[src/rtl/sprite_rom_arbiter_if.sv]
// Sprite ROM arbiter bus: requester handshake, ROM port and read-data return.
// The arbiter connects through the slave modport; requesters and the ROM model
// connect through the master modport.
interface sprite_rom_arbiter_if #(
  parameter int NUM_REQ = 3,
  parameter int ADDR_W  = 15,
  parameter int DATA_W  = 5
);
  logic [NUM_REQ-1:0]        req;
  logic [NUM_REQ-1:0]        lock;
  logic [NUM_REQ*ADDR_W-1:0] addr_in;
  logic [NUM_REQ-1:0]        gnt;
  logic [ADDR_W-1:0]         rom_addr;
  logic [DATA_W-1:0]         rom_data;
  logic [DATA_W-1:0]         rdata;
  logic [NUM_REQ-1:0]        rdata_valid;

  modport slave (
    input  req, lock, addr_in, rom_data,
    output gnt, rom_addr, rdata, rdata_valid
  );

  modport master (
    output req, lock, addr_in, rom_data,
    input  gnt, rom_addr, rdata, rdata_valid
  );
endinterface

[src/rtl/sprite_rom_arbiter.sv]
// Sprite ROM arbiter: shares one synchronous single-port sprite ROM among
// NUM_REQ requesters. One access per cycle in aggregate, fixed 2-cycle latency
// from gnt to rdata_valid. A winner raising lock keeps the ROM to itself until
// it drops req or lock.
// Build option: define SPRITE_ARB_FIXED_PRIO_EN to replace round-robin with
// lowest-index-wins arbitration in the ARB state.
module sprite_rom_arbiter #(
  parameter int NUM_REQ = 3,
  parameter int ADDR_W  = 15,
  parameter int DATA_W  = 5
) (
  input logic                 Clk,
  input logic                 Reset,
  sprite_rom_arbiter_if.slave bus
);

  localparam int IDX_W = (NUM_REQ > 1) ? $clog2(NUM_REQ) : 1;

  typedef logic [IDX_W-1:0] idx_t;
  typedef enum logic [0:0] {ARB, LOCKED} state_t;

  state_t             state, state_nxt;
  idx_t               owner, owner_nxt;

  logic [NUM_REQ-1:0] gnt_q;
  logic [NUM_REQ-1:0] gnt_d1;
  logic [ADDR_W-1:0]  rom_addr_q;
  logic [DATA_W-1:0]  rdata_q;
  logic [NUM_REQ-1:0] rdata_valid_q;

  logic [NUM_REQ-1:0] eligible;
  logic [ADDR_W-1:0]  addr_arr [NUM_REQ];

  // Result of arbitration across all eligible requesters
  logic               any_win;
  idx_t               any_idx;

  // Final winner after FSM qualification
  logic               win_valid;
  idx_t               win_idx;
  logic [NUM_REQ-1:0] win_onehot;

`ifndef SPRITE_ARB_FIXED_PRIO_EN
  idx_t               ptr;
`endif

  // A requester granted this cycle sits out the next arbitration
  assign eligible = bus.req & ~gnt_q;

  assign bus.gnt         = gnt_q;
  assign bus.rom_addr    = rom_addr_q;
  assign bus.rdata       = rdata_q;
  assign bus.rdata_valid = rdata_valid_q;

  // Unpack the flattened request address bus
  always_comb begin
    for (int unsigned i = 0; i < NUM_REQ; i++) begin
      addr_arr[i] = bus.addr_in[i*ADDR_W +: ADDR_W];
    end
  end

`ifdef SPRITE_ARB_FIXED_PRIO_EN
  // Fixed priority: lowest eligible index wins
  always_comb begin
    any_win = 1'b0;
    any_idx = '0;
    for (int unsigned i = 0; i < NUM_REQ; i++) begin
      if (!any_win && eligible[idx_t'(i)]) begin
        any_win = 1'b1;
        any_idx = idx_t'(i);
      end
    end
  end
`else
  // Round-robin: search begins one past the last winner and wraps
  always_comb begin
    int unsigned cand;
    idx_t        cidx;
    any_win = 1'b0;
    any_idx = '0;
    cand    = 0;
    cidx    = '0;
    for (int unsigned off = 1; off <= NUM_REQ; off++) begin
      cand = int'(ptr) + off;
      if (cand >= NUM_REQ) begin
        cand = cand - NUM_REQ;
      end
      cidx = idx_t'(cand);
      if (!any_win && eligible[cidx]) begin
        any_win = 1'b1;
        any_idx = cidx;
      end
    end
  end
`endif

  // Next-state and winner selection; a released lock rejoins full
  // arbitration in the same cycle it is released
  always_comb begin
    state_nxt = state;
    owner_nxt = owner;
    win_valid = 1'b0;
    win_idx   = '0;
    case (state)
      ARB: begin
        win_valid = any_win;
        win_idx   = any_idx;
      end
      LOCKED: begin
        if (!bus.req[owner] || !bus.lock[owner]) begin
          state_nxt = ARB;
          win_valid = any_win;
          win_idx   = any_idx;
        end else begin
          win_valid = eligible[owner];
          win_idx   = owner;
        end
      end
      default: begin
        state_nxt = ARB;
      end
    endcase
    if (win_valid && bus.lock[win_idx]) begin
      state_nxt = LOCKED;
      owner_nxt = win_idx;
    end
  end

  // One-hot form of the winner for the grant register
  always_comb begin
    win_onehot = '0;
    for (int unsigned i = 0; i < NUM_REQ; i++) begin
      win_onehot[i] = win_valid && (win_idx == idx_t'(i));
    end
  end

  // FSM state and lock owner registers
  always_ff @(posedge Clk) begin
    if (Reset) begin
      state <= ARB;
      owner <= '0;
    end else begin
      state <= state_nxt;
      owner <= owner_nxt;
    end
  end

  // Grant pulse and ROM address; address only moves on a grant
  always_ff @(posedge Clk) begin
    if (Reset) begin
      gnt_q      <= '0;
      rom_addr_q <= '0;
    end else begin
      gnt_q <= win_onehot;
      if (win_valid) begin
        rom_addr_q <= addr_arr[win_idx];
      end
    end
  end

`ifndef SPRITE_ARB_FIXED_PRIO_EN
  // Round-robin pointer tracks the most recent winner
  always_ff @(posedge Clk) begin
    if (Reset) begin
      ptr <= idx_t'(NUM_REQ - 1);
    end else if (win_valid) begin
      ptr <= win_idx;
    end
  end
`endif

  // Read return pipeline: grant tag follows the ROM's one-cycle read delay;
  // reset clears the in-flight tag so no stale read is ever reported
  always_ff @(posedge Clk) begin
    if (Reset) begin
      gnt_d1        <= '0;
      rdata_valid_q <= '0;
      rdata_q       <= '0;
    end else begin
      gnt_d1        <= gnt_q;
      rdata_valid_q <= gnt_d1;
      if (|gnt_d1) begin
        rdata_q <= bus.rom_data;
      end
    end
  end

endmodule

[src/flat_wrapper.sv]
// flat-port wrapper written by rule: the top's interface ports become plain ports
module sprite_rom_arbiter_flat 
#(
  parameter int NUM_REQ = 3,
  parameter int ADDR_W  = 15,
  parameter int DATA_W  = 5
)
  (Clk, Reset, bus_req, bus_lock, bus_addr_in, bus_rom_data, bus_gnt, bus_rom_addr, bus_rdata, bus_rdata_valid);
  sprite_rom_arbiter_if #(.NUM_REQ(NUM_REQ), .ADDR_W(ADDR_W), .DATA_W(DATA_W)) bus_i ();
  input logic Clk;
  input logic Reset;
  input wire logic [$bits(bus_i.req)-1:0] bus_req;
  input wire logic [$bits(bus_i.lock)-1:0] bus_lock;
  input wire logic [$bits(bus_i.addr_in)-1:0] bus_addr_in;
  input wire logic [$bits(bus_i.rom_data)-1:0] bus_rom_data;
  output wire logic [$bits(bus_i.gnt)-1:0] bus_gnt;
  output wire logic [$bits(bus_i.rom_addr)-1:0] bus_rom_addr;
  output wire logic [$bits(bus_i.rdata)-1:0] bus_rdata;
  output wire logic [$bits(bus_i.rdata_valid)-1:0] bus_rdata_valid;
  assign bus_i.req = bus_req;
  assign bus_i.lock = bus_lock;
  assign bus_i.addr_in = bus_addr_in;
  assign bus_i.rom_data = bus_rom_data;
  assign bus_gnt = bus_i.gnt;
  assign bus_rom_addr = bus_i.rom_addr;
  assign bus_rdata = bus_i.rdata;
  assign bus_rdata_valid = bus_i.rdata_valid;
  sprite_rom_arbiter #(.NUM_REQ(NUM_REQ), .ADDR_W(ADDR_W), .DATA_W(DATA_W)) u_core (.Clk(Clk), .Reset(Reset), .bus(bus_i));
endmodule
[config.mk]
export PLATFORM = sky130hd
export DESIGN_NAME = sprite_rom_arbiter_flat
export DESIGN_NICKNAME = d
export VERILOG_FILES = /design/src/rtl/sprite_rom_arbiter_if.sv /design/src/rtl/sprite_rom_arbiter.sv /design/src/flat_wrapper.sv
export SDC_FILE = /design/constraint.sdc
export NUM_CORES = 1
export LEC_CHECK = 0
export ABC_AREA = 1
export CORE_MARGIN = 1.5
export CORE_UTILIZATION = 66
export DETAILED_ROUTE_END_ITERATION = 10
export DONT_BUFFER_PORTS = 1
export PLACE_DENSITY = 0.82
export REMOVE_ABC_BUFFERS = 1
export SYNTH_ARGS = -nofsm -noshare
export SYNTH_HDL_FRONTEND = slang
export SYNTH_SLANG_ARGS = --single-unit
[constraint.sdc]
create_clock -name Clk -period 3.5 [get_ports Clk]
set_clock_uncertainty 0.1 [all_clocks]
set_input_delay 0.175 -clock Clk [delete_from_list [all_inputs] [get_ports Clk]]
set_output_delay 0.175 -clock Clk [all_outputs]
set_load 0.02 [all_outputs]
==> impl_metrics.json, run 1 <==
{
  "status": "finished clean",
  "ir_drop_mv": 1.19,
  "worstSetupEndpointType": "flop",
  "dp_hpwl_mm": 3.12,
  "r2r_end": "u_core.bus.rom_addr[11]",
  "synth.most_common_cell": "nand2_1",
  "rsz0062_at_grt": "false",
  "yosys_warnings": 0,
  "setup_slack_ps": 191,
  "worstRegToRegCells": 16,
  "period_minus_slack_ps": 3310,
  "htreeDepth": 2,
  "num_vias": 1981,
  "relSlewSlack": 0.591,
  "critical_path_class": "flop to flop",
  "clock_latency_ps": 350,
  "pre_cts_slack_ps": 810,
  "antenna_cells": 0,
  "hold_start": "bus_lock[2]",
  "yosys.area.top_type_share": 0.356,
  "antenna_left": 0,
  "die_w_um": 56.8,
  "post-route-drc-count": 0,
  "track_usage": 0.381,
  "ioPinCount": 84,
  "hold-path-endpoint": "u_core.state",
  "drt_iter0_drc": 135,
  "fmax_ghz": 0.302,
  "yosysTopAreaCell": "dfxtp_1",
  "max_slew.worst_pin.slew_ps": 609,
  "syn_area_um2": 1910,
  "cts_root_buf": "clkbuf_4",
  "dieArea_um2": 3230,
  "wl_mm": 6.02,
  "powerDensity_nw_per_um2": 1310,
  "synthArstFlopShare": 0,
  "synth_cell_types": 29,
  "grt_pass1_wl_mm": 9.27,
  "yosys_register_bits": 34,
  "cts_buffers": 5,
  "arrival_ps": 3460,
  "worstReg2RegStart": "u_core.ptr[0]",
  "clkSinkCount": 34,
  "fin_tns_setup_ps": 0,
  "synthTopCellsByCount": "nand2_1, nor2_1, dfxtp_1",
  "grt_max_degree": 19,
  "viasPerCell": 6.08,
  "drive_gt1_frac": 0.197,
  "cpMaxStageDelayCell": "dlygate4sd3_1",
  "leakage_nw": 1.05,
  "placement.io_buffers": 0,
  "syn_inst": 257,
  "path_max_fanout": 18,
  "synth.avg_cell_area_um2": 7.44,
  "cp-start-kind": "flop",
  "cp.required_ps": 3650,
  "finalPower_mw": 3.11,
  "layout.nets": 356,
  "tritoncts": "built",
  "synth_ff_type": "dfxtp_1",
  "wl_per_cell_um": 18.5,
  "min_path_type": "input pin to flop",
  "die_h_um": 56.8,
  "start_util": 0.693,
  "area_delta_synth_final_pct": 23.9,
  "core-area_um2": 2760,
  "cp_cell_sequence": "inv_1 > ha_1 > inv_2 > nand2_2 > nand2_2 > nor2_2 > nor2_2 > nand3_2 > nor2_1 > nor2_2 > nand2_2 > nand2_4 > or2_2 > o21ai_2 > o211ai_2 > dlygate4sd3_1",
  "hold_viol_final": 0,
  "antenna_found_initial": 0,
  "clockBufferDepth": 2,
  "fp-row-count": 19,
  "overflow": 0,
  "postCtsSetupRepairBufs": 0,
  "synth-seq-area-share": 0.356,
  "grt_pass1_vias": 1979,
  "slowest_delay_ps": 560,
  "period_share": 0.946,
  "dr.pass1.iters": 4,
  "synth_edf_count": 0,
  "synth_area_leaders": "dfxtp_1, nand2_1, nor2_1",
  "gp_congestion": 0.878,
  "drv_slew": 0,
  "hold_depth": 4,
  "setup_violations": 0,
  "path_clk_slew_ps": 130,
  "maxCapViolations": 0,
  "r2r_setup_slack_ps": 190
}
[how the worst max path moves through the flow]
stage / start / endpoint / slack (ps) / cells after the start
after detailed placement: u_core.ptr[0] / u_core.bus.rom_addr[13] / 810 / 15
after global routing: u_core.ptr[0] / u_core.bus.rom_addr[11] / 80 / 14
after global placement: u_core.ptr[0] / u_core.bus.rom_addr[3] / 970 / 11
after floorplan: u_core.ptr[0] / u_core.bus.rom_addr[0] / 1180 / 15
final: u_core.ptr[0] / u_core.bus.rom_addr[11] / 190 / 16
after CTS: u_core.ptr[0] / u_core.bus.rom_addr[13] / 250 / 16
[through the flow]
stage                     hold WS [ps]  cells  instance area (um2)   util
after CTS                         17.0    326                 2360  0.855
final                             25.8    326                 2370  0.859
after global placement             148    282                 1890  0.686
after global routing              59.5    326                 2370  0.859
after detailed placement           150    282                 1890  0.686
after floorplan                    146    251                 1850      -
[registers in the layout (all words and copies together) (netlist names)]
name                    cells
u_core.gnt_d1               3
u_core.state                1
u_core.owner                2
u_core.bus.rdata            5
u_core.bus.rom_addr        15
u_core.bus.gnt              3
u_core.bus.rdata_valid      3
u_core.ptr                  2
[cells by family after synthesis]
kind of cell	Yosys count	share of synthesized area
flops	34	0.356
fa+ha+maj	4	0.0262
compound gates	46	0.192
simple gates	141	0.342
buf+inv	32	0.0844
[routing by layer]
layer	global-route usage	share of wire
met4	0.213	0.051
met3	0.113	0.099
met5	0	0
met2	0.653	0.50
met1	0.418	0.35
[worst max-delay path, delay by kind of cell, from the launching register on]
| kind | cells | cell delay, ps |
|---|---|---|
| AOI/OAI and AO/OA | 2 | 160 |
| adders and majority gates | 1 | 400 |
| buffers and inverters | 3 | 880 |
| DFF | 1 | 420 |
| and+or+nand+nor | 10 | 1240 |
[layout by cell type, fill, tap and decap left out, types with 5 or more instances in the layout]
| cell type | n |
|---|---|
| clkbuf_4 | 5 |
| dfxtp_1 | 33 |
| dlygate4sd3_1 | 36 |
| inv_1 | 20 |
| nand2_1 | 63 |
| nand2_2 | 6 |
| nand3_1 | 14 |
| nor2_1 | 40 |
| o211ai_1 | 6 |
| o211ai_2 | 10 |
| o21ai_0 | 12 |
| o21ai_2 | 12 |
[layout make-up]
cell class                 count  area [um2]
fill                         120         389
multi-input combinational    191        1070
inverter                      26         111
sequential                    34         682
clock buffer                   5        37.5
tap                           31        38.8
timing repair buffer          36         360
clock inverter                 3        68.8
[what timing repair did]
action,4_1_cts,5_1_grt
setup endpoints to repair,0,15
hold buffers,36,0
endpoints found under the hold margin,33,0
gates resized for setup,0,5
[power by group]
| group | switching (mW) | leakage, nW | internal, mW |
|---|---|---|---|
| Sequential | 0.207 | 0.281 | 0.527 |
| Clock | 0.156 | 0.0554 | 0.223 |
| Combinational | 1.23 | 0.715 | 0.775 |
| Total | 1.59 | 1.05 | 1.53 |
Note: power is estimated with default switching activity, not from simulation.
==> run 2, diff against run 1 <==
- CELL_PAD_IN_SITES_DETAIL_PLACEMENT: default -> 0
- CELL_PAD_IN_SITES_GLOBAL_PLACEMENT: default -> 1
- CORE_UTILIZATION: 66 -> 46
- PLACE_DENSITY: 0.82 -> 0.83
==> impl_metrics.json, run 2 (synthesis gave the netlist of run 1 again) <==
{
  "ioPinCount": 84,
  "critical_path_class": "flop to flop",
  "max_slew.worst_pin.slew_ps": 530,
  "antenna_found_initial": 0,
  "hold_depth": 3,
  "cp-start-kind": "flop",
  "use_met1": 0.282,
  "path_clk_slew_ps": 80,
  "num_vias": 1767,
  "period_minus_slack_ps": 3220,
  "relSlewSlack": 0.646,
  "hold_viol_final": 0,
  "leakage_nw": 1.07,
  "drv_slew": 0,
  "worstRegToRegCells": 12,
  "cp.required_ps": 3620,
  "path_max_fanout": 16,
  "start_util": 0.478,
  "arrival_ps": 3350,
  "clock_latency_ps": 280,
  "fmax_ghz": 0.310,
  "maxCapViolations": 0,
  "die_h_um": 67.5,
  "cpMostUsedCell": "nand2_1",
  "postCtsSetupRepairBufs": 0,
  "fin_tns_setup_ps": 0,
  "drive_gt1_frac": 0.190,
  "cts_buffers": 5,
  "slowest_delay_ps": 560,
  "grt_max_degree": 19,
  "fp-row-count": 23,
  "top_usage_layer": "met2",
  "largest_reg_flops": 15,
  "grt_pass1_vias": 1608,
  "antenna_left": 0,
  "worstSetupEndpointType": "flop",
  "cp_cell_sequence": "inv_1 > ha_1 > inv_2 > o21ai_0 > nand2_1 > o211ai_1 > o21ai_2 > nand2_1 > inv_1 > nand2_1 > o211ai_2 > dlygate4sd3_1",
  "r2r_setup_slack_ps": 280,
  "track_usage": 0.216,
  "dpl-instance-area_um2": 1920,
  "dieArea_um2": 4550,
  "dr.pass1.iters": 4,
  "use_met2": 0.349,
  "wl_per_cell_um": 14.0,
  "r2r_end": "u_core.bus.rom_addr[10]",
  "dp_hpwl_mm": 3.19,
  "min_path_type": "input pin to flop",
  "rsz0062_at_grt": "false",
  "cpMaxStageDelayCell": "dlygate4sd3_1",
  "period_share": 0.921,
  "post-route-drc-count": 0,
  "status": "finished clean",
  "clockBufferDepth": 2,
  "worstReg2RegStart": "u_core.ptr[0]",
  "setup_violations": 0,
  "htreeDepth": 2,
  "grtUsageMet3": 0.0650,
  "drt_iter0_drc": 97,
  "clkSinkCount": 34,
  "core-area_um2": 4000,
  "gp_congestion": 0.865,
  "layout_commonest_cell": "nand2_1",
  "final_cell_mix": "nand2_1, nor2_1, dlygate4sd3_1, dfxtp_1, inv_1",
  "powerDensity_nw_per_um2": 1260,
  "die_w_um": 67.5,
  "placement.io_buffers": 0,
  "final_area_um2": 2420,
  "cts_root_buf": "clkbuf_8",
  "antenna_cells": 0,
  "regArea_um2": 681,
  "final_util": 0.604,
  "viasPerCell": 5.12,
  "grt_pass1_wl_mm": 7.33,
  "hold-path-endpoint": "u_core.owner[1]",
  "overflow": 0,
  "area_delta_synth_final_pct": 26.4,
  "num-fill-cells": 349,
  "multiInputGateArea_um2": 1070,
  "layout.nets": 356,
  "hold_start": "Reset",
  "ir_drop_mv": 0.707,
  "tritoncts": "built",
  "wl_mm": 4.85
}
[run 2: cell count changes in the layout (fill, tap and decap cells not counted)]
cell        before  now
clkbuf_4         5    0
clkbuf_8         0    5
clkinvlp_4       1    0
dfxtp_1         33   34
dfxtp_2          1    0
inv_1           20   21
inv_4            0    1
inv_6            1    0
[run 2: final cells by class]
type | instances | share of cell area
sequential | 34 | 0.282
inverter | 26 | 0.0435
timing repair buffer | 36 | 0.149
tap | 50 | 0.0259
multi-input combinational | 191 | 0.443
clock buffer | 5 | 0.0285
clock inverter | 3 | 0.0285
[run 2: metrics by stage]
step | power [mW] | instances | hold slack [ps] | setup slack [ps]
final | 3.04 | 345 | 32.9 | 278
after global routing | 3.26 | 345 | 36.4 | 0.901
after CTS | 2.99 | 345 | 21.0 | 228
after detailed placement | 2.26 | 301 | 149 | 788
after global placement | 2.25 | 301 | 148 | 821
after floorplan | 1.98 | 251 | 146 | 1180
[run 2: worst max-delay path by stage]
stage / startpoint / end / slack (ps) / depth (start not counted)
after global placement: u_core.ptr[0] / u_core.bus.rom_addr[12] / 820 / 15
after detailed placement: u_core.ptr[0] / u_core.bus.rom_addr[12] / 790 / 15
after floorplan: u_core.ptr[0] / u_core.bus.rom_addr[0] / 1180 / 15
final: u_core.ptr[0] / u_core.bus.rom_addr[10] / 280 / 12
after global routing: u_core.ptr[0] / u_core.bus.rom_addr[13] / 0.9 / 12
after CTS: u_core.ptr[0] / u_core.bus.rom_addr[12] / 230 / 16
[run 2: power breakdown]
part / total [mW] / switching [mW] / internal (mW)
clock network: 0.431 / 0.146 / 0.285
registers: 0.723 / 0.197 / 0.527
logic: 1.89 / 1.12 / 0.768
total: 3.04 / 1.46 / 1.58
[run 2: timing repair]
action                     in CTS  in global routing
hold buffers                   36                  0
setup endpoints to repair       0                  5
hold endpoints to repair       29                  0
resized for setup               0                  2
[run 2: worst max-delay path: cells and delay by family, from the launching register on]
family | cells | cell delay, ps
flops | 1 | 400
simple gates | 3 | 430
compound gates | 4 | 540
fa+ha+maj | 1 | 400
buf+inv | 4 | 1280
[run 2: per-layer routing]
| metal | up-vias | routed length [um] | part of all wire |
|---|---|---|---|
| met5 | - | 0 | 0 |
| met4 | 0 | 23 | 0.0047 |
| met3 | 2 | 378 | 0.078 |
| met2 | 75 | 2310 | 0.48 |
| met1 | 784 | 2140 | 0.44 |
| li1 | 906 | - | - |
